### src/rtl/fifo_level_bcd.sv
// Sequential double-dabble binary-to-BCD converter feeding the 7-segment display stage.
// One bit per clock; results are held until the next conversion completes.
module fifo_level_bcd #(
    parameter int WIDTH         = 8,
    parameter int DIGITS        = 3,
    parameter int BLANK_LEADING = 1
) (
    input  logic                  clk,
    input  logic                  reset,
    input  logic                  start,
    input  logic [WIDTH-1:0]      value,
    output logic                  busy,
    output logic                  done,
    output logic                  ovf,
    output logic [4*DIGITS-1:0]   digits
);

    localparam int CW = $clog2(WIDTH + 1);
    localparam int BW = 4 * DIGITS;

    localparam logic [1:0] IDLE  = 2'd0;
    localparam logic [1:0] SHIFT = 2'd1;
    localparam logic [1:0] DONE  = 2'd2;

    function automatic logic [BW-1:0] resetDigits();
        logic [BW-1:0] r;
        r = '0;
        for (int i = 1; i < DIGITS; i++) begin
            if (BLANK_LEADING != 0) r[4*i +: 4] = 4'hF;
        end
        return r;
    endfunction

    localparam logic [BW-1:0] RESET_DIGITS = resetDigits();

    logic [1:0]        state_q,  state_d;
    logic [WIDTH-1:0]  shift_q,  shift_d;
    logic [BW-1:0]     bcd_q,    bcd_d;
    logic              sticky_q, sticky_d;
    logic [CW-1:0]     cnt_q,    cnt_d;
    logic [BW-1:0]     digits_q, digits_d;
    logic              ovf_q,    ovf_d;
    logic              done_q,   done_d;

    logic [BW-1:0]         adjusted;
    logic [BW+WIDTH:0]     shifted;
    logic [BW-1:0]         formatted;
    logic                  leading;

    // Add-3 correction on every digit, then shift {scratch, shiftreg} left; the top bit is the overflow carry.
    always_comb begin
        adjusted = bcd_q;
        for (int i = 0; i < DIGITS; i++) begin
            if (bcd_q[4*i +: 4] >= 4'd5) adjusted[4*i +: 4] = bcd_q[4*i +: 4] + 4'd3;
        end
        shifted = {adjusted, shift_q, 1'b0};
    end

    always_comb begin
        formatted = bcd_q;
        leading   = 1'b1;
        if (sticky_q) begin
            formatted = {DIGITS{4'h9}};
        end else if (BLANK_LEADING != 0) begin
            for (int i = DIGITS - 1; i >= 1; i--) begin
                if (leading && (bcd_q[4*i +: 4] == 4'h0)) begin
                    formatted[4*i +: 4] = 4'hF;
                end else begin
                    leading = 1'b0;
                end
            end
        end
    end

    always_comb begin
        state_d  = state_q;
        shift_d  = shift_q;
        bcd_d    = bcd_q;
        sticky_d = sticky_q;
        cnt_d    = cnt_q;
        digits_d = digits_q;
        ovf_d    = ovf_q;
        done_d   = 1'b0;
        case (state_q)
            IDLE: begin
                if (start) begin
                    shift_d  = value;
                    bcd_d    = '0;
                    sticky_d = 1'b0;
                    cnt_d    = CW'(WIDTH);
                    state_d  = SHIFT;
                end
            end
            SHIFT: begin
                bcd_d    = shifted[BW+WIDTH-1:WIDTH];
                shift_d  = shifted[WIDTH-1:0];
                sticky_d = sticky_q | shifted[BW+WIDTH];
                cnt_d    = cnt_q - CW'(1);
                if (cnt_q == CW'(1)) state_d = DONE;
            end
            DONE: begin
                digits_d = formatted;
                ovf_d    = sticky_q;
                done_d   = 1'b1;
                state_d  = IDLE;
            end
            default: state_d = IDLE;
        endcase
    end

    always_ff @(posedge clk) begin
        if (reset) begin
            state_q  <= IDLE;
            shift_q  <= '0;
            bcd_q    <= '0;
            sticky_q <= 1'b0;
            cnt_q    <= '0;
            digits_q <= RESET_DIGITS;
            ovf_q    <= 1'b0;
            done_q   <= 1'b0;
        end else begin
            state_q  <= state_d;
            shift_q  <= shift_d;
            bcd_q    <= bcd_d;
            sticky_q <= sticky_d;
            cnt_q    <= cnt_d;
            digits_q <= digits_d;
            ovf_q    <= ovf_d;
            done_q   <= done_d;
        end
    end

    assign busy   = (state_q != IDLE);
    assign done   = done_q;
    assign ovf    = ovf_q;
    assign digits = digits_q;

endmodule

### config.mk
export PLATFORM = sky130hd
export DESIGN_NAME = fifo_level_bcd
export DESIGN_NICKNAME = d
export VERILOG_FILES = /design/src/rtl/fifo_level_bcd.sv
export SDC_FILE = /design/constraint.sdc
export NUM_CORES = 1
export LEC_CHECK = 0
export ABC_AREA = 1
export CAP_MARGIN = 20
export CORE_MARGIN = 4
export CORE_UTILIZATION = 40
export DETAILED_ROUTE_END_ITERATION = 16
export SLEW_MARGIN = 15
export SYNTH_ARGS = -nofsm -noshare
export SYNTH_HDL_FRONTEND = slang
export SYNTH_SLANG_ARGS = --single-unit
### constraint.sdc
create_clock -name clk -period 1.15 [get_ports clk]
set_input_delay 0.23 -clock clk [delete_from_list [all_inputs] [get_ports clk]]
set_output_delay 0.23 -clock clk [all_outputs]
set_load 0.01 [all_outputs]
Yosys cells after proc, flatten, opt, wreduce, memory -nomap -nowiden --
Cells that the tools add are included. Widths: inputs -> output; s select.
Operators by class: $add $sub $neg 4, div/mod/pow operators 0, $lt $le $gt $ge 3, eq/ne operators 5, reduce and logical (&&, ||, !) cells 8, mux-type cells 21, $mul 0, shifts and indexed selects 0, bitwise operators 1
Operators with widths (count):
- $mux 4 | 7
- $pmux 12 s2 | 1
- $mux 8 | 2
- $pmux 8 s2 | 1
- $add 4x2->4 const B | 3
- $ge 4x3->1 const B | 3
- $mux 12 | 1
- $logic_not 4->1 | 2
- $pmux 4 s2 | 1
- $eq 4x1->1 const B | 1
- $mux 1 | 4
- $mux 2 | 2
- $ne 2x2->1 const B | 2
- $pmux 2 s2 | 1
- $reduce_and 2->1 | 2
- $reduce_bool 2->1 | 2
- $sub 4x1->4 const B | 1
- $eq 2x1->1 const B | 1
- $eq 2x2->1 const B | 1
- $logic_not 2->1 | 1
- $pmux 1 s2 | 1
- $logic_and 1x1->1 | 1
- $or 1x1->1 | 1
Storage, ports and cells: RAM bits 0, latch bits 0, memories 0, output and inout bits 15, bits in registers 41, memory bits (read-only) 0

Longest topological paths before layout --
Gate-level depths: netlist (run 1).
word-level depth 6, mapped depth 8

Worst setup path before layout (run 1) --
No wires, ideal clock.
path type reg-to-reg, from register bcd_q[4], to register bcd_q[5], required time 1080 ps, buffers on the path 0, stages on the path, launching flop included 9, period minus slack after synthesis 1265 ps, path slack -115 ps, arrival 1195 ps, path through dfxtp_1 > inv_1 > ha_1 > inv_1 > o21ai_0 > nand2_1 > nand2_1 > nand3_1 > a21oi_1
Between the ends: cells in the longest elaborated chain, start to end 3, elaborated cells between the ends (all ways) 4, those cells by class add/sub: 1; order compare: 1; mux: 2
RTL lines:
- from (decl) | line 38 | logic [BW-1:0] bcd_q, bcd_d;
- from (signal assigned) | line 115 | bcd_q <= '0;
- from (signal assigned) | line 124 | bcd_q <= bcd_d;
- $add 4x2->4 or $ge 4x3->1 (tied branches) | line 54 | if (bcd_q[4*i +: 4] >= 4'd5) adjusted[4*i +: 4] = bcd_q[4*i +: 4] + 4'd3;
- $mux 4 * | line 54
- $pmux 12 s2 * | line 84 | case (state_q)
Mark *: on every way between the ends. The rest lies on a longest branch, timed or not. A chain may end at the register's enable or synchronous reset.

Final worst setup path (run 1) --
from register bcd_q[9], to register bcd_q[9]
Between the ends: cells in the longest elaborated chain, start to end 3
RTL lines (line):
- $ge 4x3->1 | 54
- $mux 4 | 54
- $pmux 12 s2 | 84
Every way passes these cells.

==> metrics list, run 1 <==
- The startpoint identified for the worst register-to-register timing path is bcd_q[9].
- Antenna diodes: 0
- Starting density of the core: 42.20%
- Final wirelength: roughly 5200 um
- In this run, the combinational gates consume 18.5% of the power.
- Crit path kind: reg -> reg
- Synth Net Count: 279
- Of the available clock period, the critical path in the final layout requires 106.8%.
* Result of the run: finished with violations
- Clock sinks: 41
- The floorplan step set the die width to 76.48 um.
- After detailed routing, the number of remaining DRC violations is 0.
- Placement Cell Area: 2474 sq um
- MaxCap Viol Count: 0
- After detailed routing, the number of vias per cell comes to 5.174.
* RSZ-0062 raised after global routing: true
* Row cnt: 24
* Net switching share of the total power: 28.29%
* Failing checks: setup timing
- In the global route stage, overall resource usage came out at around 17%.
* Gpl congestion: ~0.84
- The die is between 70 and 80 um tall.
- H-tree lvl count: 2
- After detailed routing, the average wire length per cell comes to 13.79 um.
* Sequential share of the synthesized area: 43.76%
- Initial DRT Pass Iterations: 4
- Ys Warns: 0
- Fillers: approximately 360
- The floorplan step defined a die boundary enclosing 5848 sq um.
- CP endpoint kind: flip-flop
* CTS Buf Count: 5
- After clock tree synthesis, the flow added hold-fix buffers numbering 0.
- The library cells used most frequently in the layout, excluding fill and tap cells, are nand2_1 (49), buf_4 (33), dfxtp_1 (30).
- The worst register-to-register path has a setup slack of -0.08 ns.
* Slew of the pin with the lowest slew margin: 0.2688 ns
- Max Clock Skew: 0.009896 ns
* Floorplan core area: 4444 sq um
* Vias after detailed routing: 1,961
- Overall overflow remaining after global route: 0
* Post-CTS clock slew at the launch and capture registers of the worst setup and hold paths: ~0.08 ns
- Area Growth Syn to Fin: 56.70%
- Derived from the worst setup path, the maximum achievable clock frequency is 814.0 MHz.
* Net switching power: 852.6 uW
- A synthesized cell averages 7.242 sq um.
- The tree is rooted in a clkbuf_8.
- Final setup margin: -0.07857 ns
* Min-delay worst type: in -> reg
* Pin count of the biggest net entering global routing: 16
* Type of element launching the critical path: flip-flop
- ANT nets after route: 0
- Data on the critical path is required at its endpoint by 1.37 ns.
- The worst register-to-register path ends at bcd_q[9].
* HPWL after detailed placement: approximately 3400 um
- For this block, the initial DRC count from the detailed router was 110.
- The number of antenna violations at the first check in global routing was 0.
- Across all hold checks on the routed design, the worst slack comes to 0.3926 ns.
- Flip-flop and latch count after synthesis: 41
- Summed over all cells, the static leakage comes to 0.001249 uW.
- Clock tree from TritonCTS: done
* Leading cell type in the layout, fill and taps excluded: nand2_1
* Worst Setup SP: bcd_q[9]
- The clock reaches the later pin of the worst-skew pair after between 0.2 and 0.3 ns.
- In this run the worst path has a maximum fanout of 3.
- The number of global-route vias before repair was 1,889.
* Cell depth of the worst flop-to-flop path: 8
* Sum Neg Setup Slack: -0.3963 ns
- Top-level port count: 26
* Number of max-slew violations in the final report: 0
* Fraction of final layout cells with drive strength greater than 1: about two fifths
- Cell area after layout: 2939 sq um
* Number of endpoints failing setup at the final stage: 13
* Highest ir drop seen on vdd: a little over 0.8 mV
* Pwr Density: 1025 nW/um^2
- Portion of total power attributed to sequential cells: between 50% and 60%
* Max Root-Sink Buffers: 2
- Data arrival time of the critical path: 1.45 ns
* Cell-internal power: 2161 uW
* Port-buffer cells: 25
- The count of final hold-check violations came to 0.
* Unique cell type count in the Yosys netlist: 24
- Time the worst path needs with I/O delays and setup: between 1 and 1.5 ns
- Summing every instance area after synthesis gives 1876 sq um.
* Proportion of power drawn by the clock network: 30.8%
- Worst slew margin relative to its limit: 82.02%
- The first global-routing pass estimated 8342 um of wire.
- Synthesis produced around 260 cells.
* Number of nets in the layout: roughly 350
- In this run the worst setup path terminates at bcd_q[9].
## timing repair
item / 4_1_cts / 5_1_grt
resized for setup: 63 / 77
gates cloned: 0 / 1
pin swaps: 19 / 29
setup buffers: 6 / 2
endpoints found under the setup margin: 37 / 53
## cell usage after synthesis
cell type  instances  area share [%]
o21ai_0           15             4.0
buf_4              3             1.2
a21oi_1           26             6.9
inv_2              5             1.0
o21ai_1            3            0.80
o211ai_1           2            0.80
o22ai_1            1            0.33
dfxtp_1           41              44
nor3_1             4             1.1
nor2_2             2            0.67
o32ai_1            1            0.47
clkbuf_1           3            0.60
a31oi_1            2            0.67
o31ai_1            1            0.40
nor2_4             1            0.60
nand2_1           67              13
buf_2              1            0.27
nand2_2            2            0.67
ha_1               9             6.0
xor2_1             1            0.47
nand4_1            5             1.7
inv_1             23             4.6
nand3_1           21             5.6
nor2_1            20             4.0
## cell families after synthesis
family | share of synthesized area [%]
XOR/XNOR | 0.4671
flip-flops | 43.76
buffers and inverters | 7.671
AO/OA/AOI/OAI | 14.41
AND/OR/NAND/NOR | 27.68
adder cells (fa/ha/maj) | 6.004
## final cells by class
| type | count | area (sq um) | area share [%] |
|---|---|---|---|
| clock buffer | 5 | 68.82 | 2.341 |
| sequential | 41 | 839.6 | 28.57 |
| inverter | 28 | 122.6 | 4.172 |
| clock inverter | 3 | 17.52 | 0.5960 |
| timing repair buffer | 67 | 598.1 | 20.35 |
| multi-input combinational | 183 | 1227 | 41.76 |
| tap | 52 | 65.06 | 2.214 |
## registers in the layout (all words and copies together) (netlist names)
register / flops
bcd_q: 12
cnt_q: 4
digits: 12
done: 1
ovf: 1
shift_q: 8
state_q: 2
sticky_q: 1
## power groups by stage
stage	Clock, uW	Sequential [uW]	Combinational [uW]
floorplan	0	1560	242
global placement	0	1560	465
detailed placement	0	1560	467
CTS	956	1520	502
global route	1020	1540	609
finish	929	1530	556
## worst min-delay path by stage
stage	from	end	slack, ns	cells after the start
after floorplan	value[0]	shift_q[0]	0.38	2
after global placement	digits[2]	digits[2]	0.45	2
after detailed placement	shift_q[7]	bcd_q[0]	0.45	2
after CTS	digits[2]	digits[2]	0.46	2
after global routing	reset	digits[2]	0.40	3
final	reset	digits[2]	0.39	3
## worst max-delay path, stage by stage, from the launching register on
cell and delay (ns):
dfxtp_2 0.33, inv_2 0.08, ha_4 0.17, inv_4 0.04, a21oi_4 0.17, nand2_2 0.10, nand2_2 0.07, nand3_2 0.06
a21oi_2 0.14
## metrics by stage
step                setup WS (ns)  util, %  power (uW)  cells
CTS                       -0.1711    61.54        2979    379
global route              -0.1854    66.13        3168    379
detailed placement        -0.3333    55.66        2023    365
finish                   -0.07857    66.13        3013    379
floorplan                0.001970        -        1802    259
global placement          -0.3103    55.66        2021    365
## layer usage
layer,GRT usage (%),routed length [um]
met3,4.965,206
met2,28.65,2637
met1,21.50,2275
met5,0,0
met4,5.797,106
(Power assumes the default switching activity.)
==> run 2, diff against run 1 <==
CAP_MARGIN = unset   (was 20)
SLEW_MARGIN = unset   (was 15)
clock period = 1.2 ns   (was 1.15 ns; I/O delays follow)
==> run 2 against run 1 <==
  * The flow still finishes with violations (setup timing)
  * Cell count increased by 0.26%
  * Critical endpoint unchanged
  * Register-to-register slack improved by 0.02 ns
  * First-iteration DRC count increased by 13%
==> metrics list, run 2 (same netlist as run 1, synthesis figures left out) <==
- Max Clock Skew: 0.01077 ns (+0.0008750 ns)
- Setup slack at placement: -0.2090 ns (+0.1243 ns)
* Vias after detailed routing: 1,892 (-3.5%)
- The min-delay analysis places its worst path in the category reg -> reg.
- Antenna violations before repair: 0 (unchanged)
- Cell area after layout: 2810 sq um (-4.4%)
- The number of placement rows was 24 (unchanged).
- The required time at the endpoint of the critical path was 1.42 ns (+0.05 ns).
- Setup repair after global routing could not meet its margin everywhere.
- From synthesis to final layout, the design area changed by 49.83%.
* Category of cells accounting for the largest share of critical-path delay: flip-flops
* Final core utilization: 63.23% (-2.9 points)
- H-tree lvl count: 2 (unchanged)
- The number of CTS-inserted buffers was 5 (unchanged).
- Clock sinks: 41 (unchanged)
- Type of element launching the critical path: flip-flop
* Initial DRT Pass Iterations: 4 (unchanged)
- The die outline area came to 5848 sq um (unchanged).
- The largest fanout on the critical path is 3 (unchanged).
- Clock latency on the worst-skew pair: 0.30 ns (about the same)
- Slew of the pin with the lowest slew margin: 0.2731 ns (+0.004363 ns)
* HPWL after detailed placement: 3401 um (+0.53%)
- DRC marker count from the first detailed-route iteration: 124 (+13%)
- The proportion of layout cells with a drive suffix above 1 was 33.84% (-7.7 points).
* Pwr Density: 1108 nW/um^2 (+8.1%)
- Failing checks: setup timing
* CP endpoint kind: flip-flop
- Overall overflow remaining after global route: 0 (unchanged)
* Total power of the final layout: 3115 uW (+3.4%)
* Average wire per standard cell: 13.53 um (-1.8%)
* Global-route wire length before repair: 8273 um (-0.83%)
* Leading cell type in the layout, fill and taps excluded: nand2_1
* MaxCap Viol Count: 0 (unchanged)
- Final setup margin: -0.05858 ns (+0.01999 ns)
- Chip Height: 76.48 um (unchanged)
- Clock tree from TritonCTS: done
* Crit path kind: reg -> reg
- Result of the run: finished with violations
- The final weighted congestion in routability-driven placement was 0.8359 (-1.0%).
- The routed wire length is 5142 um (-1.6%).
- The DRC violations left came to 0 (unchanged).
- The initial standard-cell utilization of the core was 42.20% (unchanged).
- Worst path buffer plus inverter count: 2 (unchanged)
* Most Frequent Cell on Critical Path: inv_2
- The cell area after placement came to 2430 sq um (-1.8%).
- The floorplan die width is 76.48 um (unchanged).
* Antenna diodes: 0 (unchanged)
* Static power due to leakage: 0.001194 uW (-4.4%)
- Hold buffer count at CTS: 0 (unchanged)
- Avg Vias per Cell: 4.979 (-3.8%)
* Crit-path slowest cell: dfxtp_2
* CP max stage delay: 0.34 ns (about the same)
- The number of buffers on the longest clock path was 2 (unchanged).
- Worst slew margin relative to its limit: 81.77% (-0.25 points)
- The number of global-route vias before repair was 1,780 (-5.8%).
- The maximum operating frequency came to 794.5 MHz (-2.4%).
- Number of nets in the layout: 347 (+0.29%)
* Final hold violation count: 0 (unchanged)
- Total global routing track utilization: 17.35% (+0.038 points)
- Number of max-slew violations in the final report: 0 (unchanged)
- CTS root buf: clkbuf_8
- Top library cells by usage in the layout, fill and taps aside: nand2_1 (58), buf_4 (37), dfxtp_1 (31)
* Highest ir drop seen on vdd: 0.8083 mV (-0.25%)
- Ordered list of cells on the worst path: inv_2 -> ha_4 -> inv_2 -> a21oi_2 -> nand2_2 -> nand2_1 -> nand3_1 -> a21oi_1
* Time the worst path needs with I/O delays and setup: 1.259 ns (+0.03001 ns)
- The I/O pin total is 26 (unchanged).
- The share of the clock period used by the worst path after layout came to 104.9% (-2.0 points).
* Sum Neg Setup Slack: -0.1153 ns (+0.2810 ns)
* Floorplan core area: 4444 sq um (unchanged)
- Port-buffer cells: 25 (unchanged)
* Fillers: 399 (+11%)
* ANT nets after route: 0 (unchanged)
* Post-CTS clock slew at the launch and capture registers of the worst setup and hold paths: 0.09 ns (about the same)
- Data arrival time of the critical path: 1.48 ns (+0.03 ns)
* Pin count of the biggest net entering global routing: 16 (unchanged)
- The final number of setup-violating endpoints was 3 (-10).
-- run 2: cell count changes in the layout (fill, tap and decap cells not counted), sizes merged --
cell and change:
buf +2, bufinv +1, clkbuf -2, dlygate4sd2 +13, clkinv -2, dlymetal6s2s -1, clkdlybuf4s15 -10, clkinvlp -1
clkdlybuf4s50 +1
-- run 2: layer usage --
layer / track usage [%] / routed length [um]
met5: 0 / 0
met4: 5.435 / 60
met3: 3.310 / 202
met2: 28.65 / 2462
met1: 22.78 / 2417
-- run 2: final timing paths --
path               from          to  slack [ns]  cells after the start
min reg2reg  digits[10]  digits[10]        0.46                      2
max            bcd_q[8]    bcd_q[9]       -0.06                      8
min          digits[10]  digits[10]        0.46                      2
max reg2reg    bcd_q[8]    bcd_q[9]       -0.06                      8
-- run 2: area by class of cell --
cell class              count  area (sq um)  share of cell area (%)
clock inverters             1         30.03                   1.069
clock buffers               7         86.33                   3.072
inverters                  28         112.6                   4.007
well taps                  52         65.06                   2.315
flip-flops and latches     41         838.3                   29.83
repair buffers             68         581.8                   20.70
multi-input cells         183          1096                   39.00
-- run 2: tightest hold or removal path, stage by stage, from the launching register on --
cell and delay [ns]:
dfxtp_1 0.32, a21oi_1 0.06, nand2_1 0.05
-- run 2: repair_timing --
item / 4_1_cts / 5_1_grt
endpoints found under the setup margin: 35 / 24
pin swaps: 8 / 21
buffers inserted: 2 / 6
gates resized for setup: 47 / 43
gates cloned: 0 / 0
-- run 2: metrics by stage --
stage | std cells | hold WS [ns]
2_1_floorplan | 259 | 0.3890
3_3_place_gp | 364 | 0.4463
3_5_place_dp | 364 | 0.4519
4_1_cts | 374 | 0.4632
5_1_grt | 380 | 0.4846
6_report | 380 | 0.4634
-- run 2: power breakdown --
part	leakage (uW)	internal (uW)	switching [uW]	total, uW
Sequential	0.000339	1420	40.2	1460
Clock	0.0000585	679	504	1180
Combinational	0.000796	210	257	467
Total	0.00119	2310	802	3110
